<file path="src/rtl/button_event_gen.sv">
// -----------------------------------------------------------------------------
// button_event_gen
//
// Turns the debounced, active-low push-button level into discrete press
// events (short / long, optionally auto-repeat) and offers them one at a
// time to the bus master over a req/ack handshake.
//
// Optional feature macro: BTN_AUTO_REPEAT_EN
//   When defined, a button held past the long-press threshold produces a
//   repeat event (code 11) every REPEAT_CYCLES held cycles. When undefined,
//   no repeat logic exists and code 11 is never produced.
//
// Parameters
//   LONG_PRESS_CYCLES  consecutive held cycles that make a press long (>= 2)
//   REPEAT_CYCLES      auto-repeat period while held long (repeat build only)
//
// Ports
//   clk       in   system clock
//   rst       in   asynchronous, active-high reset
//   btn_n     in   debounced button level, 0 = pressed
//   evt_req   out  event pending, held until accepted
//   evt_code  out  00 none, 01 short, 10 long, 11 repeat
//   evt_ack   in   consumer accepts the pending event
//   evt_drop  out  one-cycle pulse: an event was lost, one already pending
//   pressed   out  1 while the FSM is in PRESSED or LONG_HELD
//
// Handshake: an event is offered by holding evt_req=1 with a stable
// evt_code. It transfers on any rising edge where evt_req=1 and evt_ack=1;
// evt_ack while evt_req=0 has no effect. A new event raised on the very
// edge of a transfer replaces the outgoing one with no idle gap; a new
// event raised while one is pending and not transferring is discarded and
// reported on evt_drop.
//
// All outputs are registered; no input reaches an output combinationally.
// -----------------------------------------------------------------------------
module button_event_gen #(
    parameter int unsigned LONG_PRESS_CYCLES = 50_000_000,
    parameter int unsigned REPEAT_CYCLES     = 10_000_000
) (
    input  logic       clk,
    input  logic       rst,
    input  logic       btn_n,
    output logic       evt_req,
    output logic [1:0] evt_code,
    input  logic       evt_ack,
    output logic       evt_drop,
    output logic       pressed
);

    // ------------------------------------------------------------------
    // Elaboration-time parameter sanity
    // ------------------------------------------------------------------
    if (LONG_PRESS_CYCLES < 2) begin : g_bad_long
        $error("button_event_gen: LONG_PRESS_CYCLES must be >= 2");
    end
    if (REPEAT_CYCLES < 1) begin : g_bad_repeat
        $error("button_event_gen: REPEAT_CYCLES must be >= 1");
    end

    // ------------------------------------------------------------------
    // Constants
    // ------------------------------------------------------------------
    localparam int unsigned HOLD_W = $clog2(LONG_PRESS_CYCLES + 1);

    localparam logic [HOLD_W-1:0] HOLD_ONE  = HOLD_W'(1);
    localparam logic [HOLD_W-1:0] HOLD_MAX  = HOLD_W'(LONG_PRESS_CYCLES);
    // The long event fires on the edge where the counter would reach
    // HOLD_MAX, i.e. while it still holds HOLD_MAX-1.
    localparam logic [HOLD_W-1:0] HOLD_LAST = HOLD_W'(LONG_PRESS_CYCLES - 1);

    localparam logic [1:0] CODE_NONE   = 2'b00;
    localparam logic [1:0] CODE_SHORT  = 2'b01;
    localparam logic [1:0] CODE_LONG   = 2'b10;
`ifdef BTN_AUTO_REPEAT_EN
    localparam logic [1:0] CODE_REPEAT = 2'b11;

    localparam int unsigned RPT_W = $clog2(REPEAT_CYCLES + 1);

    localparam logic [RPT_W-1:0] RPT_ONE  = RPT_W'(1);
    localparam logic [RPT_W-1:0] RPT_LAST = RPT_W'(REPEAT_CYCLES - 1);
`endif

    typedef enum logic [1:0] {
        ST_ARM       = 2'd0,
        ST_IDLE      = 2'd1,
        ST_PRESSED   = 2'd2,
        ST_LONG_HELD = 2'd3
    } state_t;

    // ------------------------------------------------------------------
    // State
    // ------------------------------------------------------------------
    state_t              state_q;
    state_t              state_d;
    logic [HOLD_W-1:0]   hold_q;
    logic [HOLD_W-1:0]   hold_d;
`ifdef BTN_AUTO_REPEAT_EN
    logic [RPT_W-1:0]    rpt_q;
    logic [RPT_W-1:0]    rpt_d;
`endif

    // Event request from the FSM towards the handshake register.
    logic                raise;
    logic [1:0]          raise_code;

    logic                xfer;
    logic                pressed_d;

    // ------------------------------------------------------------------
    // FSM state register and counters
    // ------------------------------------------------------------------
    always_ff @(posedge clk or posedge rst) begin
        if (rst) begin
            state_q <= ST_ARM;
            hold_q  <= '0;
        end else begin
            state_q <= state_d;
            hold_q  <= hold_d;
        end
    end

`ifdef BTN_AUTO_REPEAT_EN
    always_ff @(posedge clk or posedge rst) begin
        if (rst) begin
            rpt_q <= '0;
        end else begin
            rpt_q <= rpt_d;
        end
    end
`endif

    // ------------------------------------------------------------------
    // FSM next-state and event generation
    // ------------------------------------------------------------------
    always_comb begin
        state_d    = state_q;
        hold_d     = hold_q;
        raise      = 1'b0;
        raise_code = CODE_NONE;
`ifdef BTN_AUTO_REPEAT_EN
        rpt_d      = rpt_q;
`endif

        case (state_q)
            // A button held through reset must be released once before it
            // can produce any event.
            ST_ARM: begin
                if (btn_n) begin
                    state_d = ST_IDLE;
                    hold_d  = '0;
                end
            end

            ST_IDLE: begin
                hold_d = '0;
                if (!btn_n) begin
                    state_d = ST_PRESSED;
                    hold_d  = HOLD_ONE;
                end
            end

            ST_PRESSED: begin
                if (btn_n) begin
                    state_d    = ST_IDLE;
                    hold_d     = '0;
                    raise      = 1'b1;
                    raise_code = CODE_SHORT;
                end else if (hold_q == HOLD_LAST) begin
                    state_d    = ST_LONG_HELD;
                    hold_d     = HOLD_MAX;
                    raise      = 1'b1;
                    raise_code = CODE_LONG;
`ifdef BTN_AUTO_REPEAT_EN
                    rpt_d      = '0;
`endif
                end else begin
                    hold_d = hold_q + HOLD_ONE;
                end
            end

            ST_LONG_HELD: begin
                if (btn_n) begin
                    state_d = ST_IDLE;
                    hold_d  = '0;
`ifdef BTN_AUTO_REPEAT_EN
                    rpt_d   = '0;
`endif
                end else begin
                    // Saturate rather than wrap on very long holds.
                    if (hold_q != HOLD_MAX) begin
                        hold_d = hold_q + HOLD_ONE;
                    end
`ifdef BTN_AUTO_REPEAT_EN
                    if (rpt_q == RPT_LAST) begin
                        rpt_d      = '0;
                        raise      = 1'b1;
                        raise_code = CODE_REPEAT;
                    end else begin
                        rpt_d = rpt_q + RPT_ONE;
                    end
`endif
                end
            end

            default: begin
                state_d = ST_ARM;
                hold_d  = '0;
            end
        endcase
    end

    // ------------------------------------------------------------------
    // Output handshake register
    // ------------------------------------------------------------------
    assign xfer      = evt_req & evt_ack;
    assign pressed_d = (state_d == ST_PRESSED) || (state_d == ST_LONG_HELD);

    always_ff @(posedge clk or posedge rst) begin
        if (rst) begin
            evt_req  <= 1'b0;
            evt_code <= CODE_NONE;
            evt_drop <= 1'b0;
            pressed  <= 1'b0;
        end else begin
            pressed  <= pressed_d;
            evt_drop <= 1'b0;
            if (raise) begin
                // Slot is free, or is being emptied on this very edge.
                if (!evt_req || xfer) begin
                    evt_req  <= 1'b1;
                    evt_code <= raise_code;
                end else begin
                    evt_drop <= 1'b1;
                end
            end else if (xfer) begin
                evt_req  <= 1'b0;
                evt_code <= CODE_NONE;
            end
        end
    end

endmodule

</file>
<file path="config.mk">
export PLATFORM = sky130hd
export DESIGN_NAME = button_event_gen
export DESIGN_NICKNAME = d
export VERILOG_FILES = /design/src/rtl/button_event_gen.sv
export SDC_FILE = /design/constraint.sdc
export NUM_CORES = 1
export LEC_CHECK = 0
export ABC_AREA = 0
export BUFFER_PORTS_ARGS = -buffer_cell sky130_fd_sc_hd__buf_2
export CAP_MARGIN = 40
export CORE_UTILIZATION = 50
export CTS_CLUSTER_DIAMETER = 30
export DETAILED_ROUTE_END_ITERATION = 16
export PLACE_DENSITY = 0.76
export SLEW_MARGIN = 15
export SYNTH_ARGS = -nofsm -noshare
export SYNTH_HDL_FRONTEND = slang
export SYNTH_SLANG_ARGS = --single-unit
</file>
<file path="constraint.sdc">
create_clock -name clk -period 2.53 [get_ports clk]
set_clock_uncertainty 0.1 [all_clocks]
set_input_delay 0.506 -clock clk [delete_from_list [all_inputs] [get_ports clk]]
set_output_delay 0.506 -clock clk [all_outputs]
set_load 0.1 [all_outputs]
</file>
---- Word level (Yosys, flattened, before mapping) ----
Cells that the tools add are included.
W data, S select, Z words.
operators by class
  add/subtract/negate cells ............... 1
  multiply operators ...................... 0
  div/mod/pow operators ................... 0
  order comparisons ....................... 0
  equality and inequality tests ........... 10
  shift operators ......................... 0
  mux-type cells .......................... 26
  bitwise operators ....................... 1
  reduce and logical (&&, ||, !) cells .... 8
operator list
  operator                 number
  $mux W26                 5
  $pmux W26 S4             1
  $add A26 B1 Y26 const B  1
  $eq A26 B26 Y1 const B   1
  $ne A26 B26 Y1 const B   1
  $mux W2                  10
  $mux W1                  9
  $eq A2 B2 Y1 const B     4
  $pmux W2 S3              1
  $reduce_and A2 Y1        2
  $ne A3 B3 Y1 const B     1
  $eq A2 B1 Y1 const B     1
  $logic_not A2 Y1         1
  $logic_or A1 B1 Y1       2
  $ne A2 B1 Y1 const B     1
  $ne A2 B2 Y1 const B     1
  $reduce_bool A2 Y1       1
  $reduce_or A2 Y1         1
  $and A1 B1 Y1            1
  $logic_not A1 Y1         1
word-level totals
  register bits after elaboration ......... 33
  latch bits .............................. 0
  bits in writable memories ............... 0
  memory bits (read-only) ................. 0
  input bits .............................. 4
  logic and storage cells ................. 52
  memories kept ........................... 0

---- Logic depth before layout (Yosys ltp) ----
Gate-level depths: netlist of run 1.
  word-level depth ........................ 6
  mapped depth ............................ 8
  gate-level depth less buffers ........... 7

---- Worst setup path before layout of run 1 ----
Ideal clock, no wire load.
  kind .................................... register -> register
  start point ............................. register state_q[0]
  end point ............................... register hold_q[15]
  arrival time ............................ 2.080 ns
  required time ........................... 2.299 ns
  setup slack ............................. 0.218 ns
  stages on the path, launching flop included .. 7
  clock period less this slack ............ 2.312 ns
  path through ............................ dfrtp_1 > ha_1 > or4b_2 > nor4_1 > a21oi_2 > nand2b_1 > o21ai_0
between the ends
  cells in the longest elaborated chain, start to end .. 3
RTL lines
  what                                                                  line  text
  from (decl)                                                           93    state_t state_q;
  from (signal assigned)                                                117   state_q <= state_d;
  $eq A2 B2 Y1 / $logic_not A2 Y1 (equally long branches)               144   case (state_q)
  $ne A3 B3 Y1 (no source line) / $ne A2 B2 Y1 (equally long branches)  --
  $reduce_and A2 Y1 (no source line)                                    --
  to (signal assigned)                                                  118   hold_q <= hold_d;
  to (decl)                                                             95    logic [HOLD_W-1:0] hold_q;
Several ways; a longest one is shown, not always the timed one.
A chain may end at the register's enable or synchronous reset.

---- Final worst setup path of run 1 ----
  start point ............................. register state_q[1]
  end point ............................... register hold_q[16]
The elaborated chain is that of the path after synthesis.

==> metrics.txt, run 1 <==
Net Count, Synth around 270; Design Area, Final between 2000 and 2500 sq um; Slew Limit Fails 0; Worst Path Max Fanout 10; post-synthesis async set-or-reset flop share between 90% and 100%; Slew @ Worst Pin about 0.66 ns; Post-route DRC 0; Seq cells post-synth 33; Total GRT Usage 24.32%; commonest cells after routing, fill and taps aside dfrtp_1, inv_1, nand2_1, nand3_1, buf_4; die area 4684 sq um; Core Region just over 4000 sq um; die width 68.44 microns; post-synth cell types 53; Post-CTS Repair Setup Buffers 0; Num CTS Buffers 5; number of diodes 0; worst reg2reg path depth 6; maximum achievable frequency 0.4219 GHz; DR vias/cell 6.160; Worst Path Required approximately 2.6 ns; GRT overflow 0; Final Hold Vio Count 0; clk_lat worst skew roughly 0.29 ns; worst hold slack 0.08846 ns; Layout area overhead 11.34%; Final Wtd Congestion 0.9058; Post-synth EDFFs 0; met1 usage in global routing between 30% and 40%; Synth Cell Area 2207 sq um; CTS tree built; setup TNS 0 ns; CTS sink cnt 33; final period utilization 93.69%; clk buf depth 2; Site Rows 23; Synth top area share 37.41%; relative slew slack a little under three fifths; WP buf/inv 0; initial antenna violation count 0; CP cell instances ha_1 -> or4b_2 -> nor4_2 -> a21oi_2 -> nand2_2 -> o21ai_0; pre-CTS worst setup slack 0.004537 ns; Die Y between 60 and 70 microns; R2R Path Start state_q[1]; flop2flop setup slack around 0.16 ns; Main synth FF type dfrtp_1; status finished clean; Reg clk slew, reported paths about 0.07 ns; share of cells above drive strength 1 17.52%; vias 1,996; synthesized area per cell 8.724 sq um; final setup margin 0.1597 ns; Hold/Removal Path Class in2async; CTS Root Cell clkbuf_8; Port-buffer cells 8; Tmin final 2.370 ns; Initial Util a little over half; crit end category flip-flop; final net count 286; Final Setup Violations 0; RSZ-0062 raised after global routing no; LEAKAGE 0.9738 nW; type of origin of the critical path flip-flop; gr busiest metal met2; 1st-iter DRT viols ~190; vias in the first global route approximately 1,700; Seq/Total Area, Yosys 37.41%; Syn Inst Count between 200 and 300; drt pass-1 iters 4; filler cell count in the final layout 375; Final HPWL DP roughly 3.6 mm; CP arrival 2.43 ns; worst r2r dst hold_q[16]; Routed WL between 5 and 6 mm; Final ANT Viol Nets 0; drt wl/cell 15.69 microns; grt met3 use 5.167%; CP Class reg2reg; pin count of the biggest net entering global routing 24; CP peak stage delay between 0.6 and 0.7 ns; Worst path depth 6; pwr/cell area about 640 nW/um^2; area leader, netlist dfrtp_1; placed inst area between 2000 and 2500 sq um; Synth area leaders dfrtp_1, ha_1, nand3_1; GR Util met2 ~36%; yosys warns 0; CP top delay family simple AND/OR/NAND/NOR gates; Power Total 0.001581 W; global-route wire length before repair 8.342 mm; CTS Hold Bufs 0; H-tree depth 2; Max Cap Viol 0; Peak VDD IR 0.0003179 V; crit path max-delay cell type or4b_2; commonest non-fill, non-tap cell in the layout dfrtp_1; # IOs 9
## worst max path at each step
stage | slack (ns) | from | endpoint
floorplan | 0.22 | state_q[0] | hold_q[15]
CTS | 0.09 | state_q[1] | hold_q[12]
global route | 0.01 | state_q[1] | hold_q[16]
finish | 0.16 | state_q[1] | hold_q[16]
detailed placement | 0.005 | state_q[1] | hold_q[21]
global placement | 0.08 | state_q[1] | hold_q[21]
## per-stage QoR
step                      utilization [%]  std cells
final                               59.71        324
after global routing                59.71        324
after CTS                           59.50        324
after detailed placement            57.25        317
after global placement              57.25        317
after floorplan                         -        253
## metal layers
metal  vias up  part of all wire (%)
li1        994                     -
met1       925                    49
met2        73                    44
met3         4                   6.1
met4         0                   1.0
met5         -                     0
## cell usage after synthesis, drive strengths merged, types with 2 or more instances
| library cell | n |
|---|---|
| a21o | 4 |
| a21oi | 13 |
| a22oi | 9 |
| a31oi | 11 |
| a32o | 3 |
| a41oi | 2 |
| and3 | 4 |
| and4 | 3 |
| buf | 7 |
| clkbuf | 3 |
| dfrtp | 33 |
| ha | 8 |
| inv | 21 |
| nand2 | 19 |
| nand2b | 7 |
| nand3 | 17 |
| nand4 | 8 |
| nor2 | 14 |
| nor2b | 3 |
| nor3 | 4 |
| nor4 | 7 |
| o21a | 4 |
| o21ai | 19 |
| o22ai | 8 |
| o2bb2ai | 3 |
| o31ai | 3 |
| o41ai | 2 |
| or4 | 2 |
| or4b | 2 |
## logic make-up (layout without fill, tap and decap cells)
logic type / Yosys count / in the layout / synth area share, %
compound gates: 86 / 86 / 26.25
flops: 33 / 33 / 37.41
fa+ha+maj: 8 / 8 / 4.535
buf+inv: 31 / 52 / 6.916
simple gates: 95 / 95 / 24.89
## report_power, final
part	total, W	switching, W	internal (W)
logic	0.000594	0.000416	0.000179
registers	0.000586	0.0000228	0.000563
clock network	0.000401	0.000185	0.000216
total	0.00158	0.000624	0.000958
## flip-flops by register name (all words and copies together), names as in the netlist
signal	count
evt_req	1
state_q	2
evt_code	2
evt_drop	1
pressed	1
hold_q	26
## worst register-to-register path, cell delays in order, from the launching register on
cell and delay, ns:
dfrtp_1 0.39, ha_1 0.20, or4b_2 0.62, nor4_2 0.36, a21oi_2 0.22, nand2_2 0.23, o21ai_0 0.12
## final cells by class
type	count	area, sq um	share of cell area [%]
Tap cell	50	62.56	2.546
Sequential cell	33	825.8	33.60
Timing Repair Buffer	24	160.2	6.517
Clock buffer	7	86.33	3.513
Inverter	21	78.83	3.208
Multi-Input combinational cell	189	1244	50.61
## what timing repair did
action,4_1_cts,5_1_grt
pin swaps,1,0
setup endpoints to repair,13,17
gates resized for setup,1,2
Note: power is estimated with default switching activity, not from simulation.
==> inputs of run 2 (changes only) <==
Settings changed: ABC_CLOCK_PERIOD_IN_PS set to 2550.
Clock period 2.53 ns to 2.55 ns, I/O delays scaled along.
==> metrics.txt, run 2 (synthesis results as in run 1) <==
status finished clean; Initial Util 53.63% (unchanged); switching pwr 0.0006412 W (+2.8%); Worst Path Max Fanout 14 (+4); CP top delay family simple AND/OR/NAND/NOR gates; pin count of the biggest net entering global routing 22 (-8.3%); Final Setup Violations 0 (unchanged); crit path max-delay cell type or4b_2; setup TNS 0 ns (unchanged); filler cell count in the final layout 349 (-6.9%); GRT overflow 0 (unchanged); commonest cells after routing, fill and taps aside dfrtp_1, inv_1, nand2_1, nand3_1, o21ai_0; maximum achievable frequency 0.4259 GHz (+0.95%); Hold/Removal Path Class in2async; Max Cap Viol 0 (unchanged); CP cell instances ha_1 -> or4b_2 -> nor3_1 -> a21oi_2 -> a32o_1; RSZ-0062 raised after global routing no; Final HPWL DP 3.777 mm (+3.9%); H-tree depth 2 (unchanged); Reg clk slew, reported paths 0.07 ns (about the same); initial antenna violation count 0 (unchanged); CP Class reg2reg; WP buf/inv 0 (unchanged); Gate power share 36.9% (-0.7 points); Final ANT Viol Nets 0 (unchanged); CP arrival 2.43 ns (about the same); Post-Layout Cell Count 324 (unchanged); Internal Pwr Total 0.0009808 W (+2.4%); number of diodes 0 (unchanged); Num CTS Buffers 5 (unchanged); Die Y 68.44 microns (unchanged); type of origin of the critical path flip-flop; Slew Limit Fails 0 (unchanged); final net count 285 (-0.35%); Post-route DRC 0 (unchanged); CTS Root Cell clkbuf_8; Peak VDD IR 0.0004403 V (+38%); vias 2,092 (+4.8%); final period utilization 92.08% (-1.6 points); sequential power share 36.0% (-1.1 points); CTS sink cnt 33 (unchanged); largest register by flop count hold_q; Post-CTS Repair Setup Buffers 0 (unchanged); die area 4684 sq um (unchanged); crit end category flip-flop; Largest regs hold_q (26), evt_code (2), state_q (2); drt wl/cell 16.27 microns (+3.7%); LEAKAGE 0.9922 nW (+1.9%); Site Rows 23 (unchanged); share of cells above drive strength 1 17.88% (+0.36 points); global-route wire length before repair 8.990 mm (+7.8%); Final Wtd Congestion 0.8610 (-4.9%); die width 68.44 microns (unchanged); Port-buffer cells 8 (unchanged); Routed WL 5.273 mm (+3.7%); relative slew slack 54.17% (-1.8 points); drt pass-1 iters 5 (+1); Power Total 0.001622 W (+2.6%); clk_lat worst skew 0.30 ns (about the same); Net Sw Frac 39.53% (+0.099 points); Worst Path Required 2.63 ns (+0.04 ns); # IOs 9 (unchanged); 1st-iter DRT viols 215 (+14%); commonest non-fill, non-tap cell in the layout dfrtp_1; DR vias/cell 6.457 (+4.8%); placed insts 316 (-0.32%); max reg flops 26 (unchanged); CTS tree built; Tmin final 2.348 ns (-0.02227 ns); Sequential Area 825.8 sq um (unchanged); area of the multi-input gates 1252 sq um (+0.70%); Slew @ Worst Pin 0.6875 ns (+0.02660 ns); Final Hold Vio Count 0 (unchanged); Layout area overhead 12.64%; CP peak stage delay 0.65 ns (+0.03 ns); Core Region 4115 sq um (unchanged); Total GRT Usage 26.27% (+2.0 points); pwr/cell area 652.4 nW/um^2 (+1.4%); clk buf depth 2 (unchanged); clock network fraction of total power 27.1% (+1.7 points); vias in the first global route 1,929 (+13%)
-- run 2: cell types whose count changed in the layout (fill, tap and decap cells not counted), sizes merged --
| cell | change |
|---|---|
| buf | -1 |
| clkinv | +1 |
-- run 2: what timing repair did --
| item | 4_1_cts | 5_1_grt |
|---|---|---|
| gates resized for setup | 2 | 2 |
| endpoints found under the setup margin | 18 | 9 |
| cloned | 0 | 0 |
| hold buffers | 0 | 0 |
| pin swaps | 1 | 0 |
-- run 2: cell type report --
| type | instances | share of cell area (%) |
|---|---|---|
| Multi-Input combinational cell | 189 | 50.38 |
| Sequential cell | 33 | 33.22 |
| Timing Repair Buffer | 23 | 6.643 |
| Clock buffer | 7 | 3.875 |
| Inverter | 21 | 3.171 |
| Tap cell | 50 | 2.516 |
| Clock inverter | 1 | 0.2013 |
-- run 2: stage by stage --
step / worst slack (ns) / area [sq um] / util [%] / hold WS, ns
floorplan: 0.2383 / 2207 / - / 0.3984
global placement: 0.09511 / 2361 / 57.37 / 0.3758
detailed placement: 0.04560 / 2361 / 57.37 / 0.3862
CTS: 0.05376 / 2475 / 60.14 / 0.2359
global route: 0.03264 / 2486 / 60.41 / 0.2835
finish: 0.2020 / 2486 / 60.41 / 0.2073
-- run 2: metal layers --
layer / global-route usage (%) / vias to the layer above / wire [microns]
met5: 0 / - / 0
met4: 10.16 / 0 / 86
met3: 5.833 / 9 / 402
met2: 40.93 / 84 / 2348
met1: 35.08 / 1001 / 2435
li1: - / 998 / -
-- run 2: final timing paths --
kind,from,to,slack (ns),cells after the start
setup / recovery,state_q[1],hold_q[1],0.20,5
hold / removal,rst,evt_code[0],0.21,2
setup reg to reg,state_q[1],hold_q[1],0.20,5
hold reg to reg,evt_code[0],evt_code[0],0.40,1
max in group asynchronous,rst,hold_q[18],1.61,3
min in group clk,evt_code[0],evt_code[0],0.40,1
-- run 2: power by group through the flow --
stage,registers (W),logic (W),clock network [W]
floorplan,0.000736,0.000320,0
global placement,0.000591,0.000572,0
detailed placement,0.000594,0.000579,0
CTS,0.000584,0.000590,0.000445
global route,0.000591,0.000656,0.000470
finish,0.000584,0.000598,0.000440
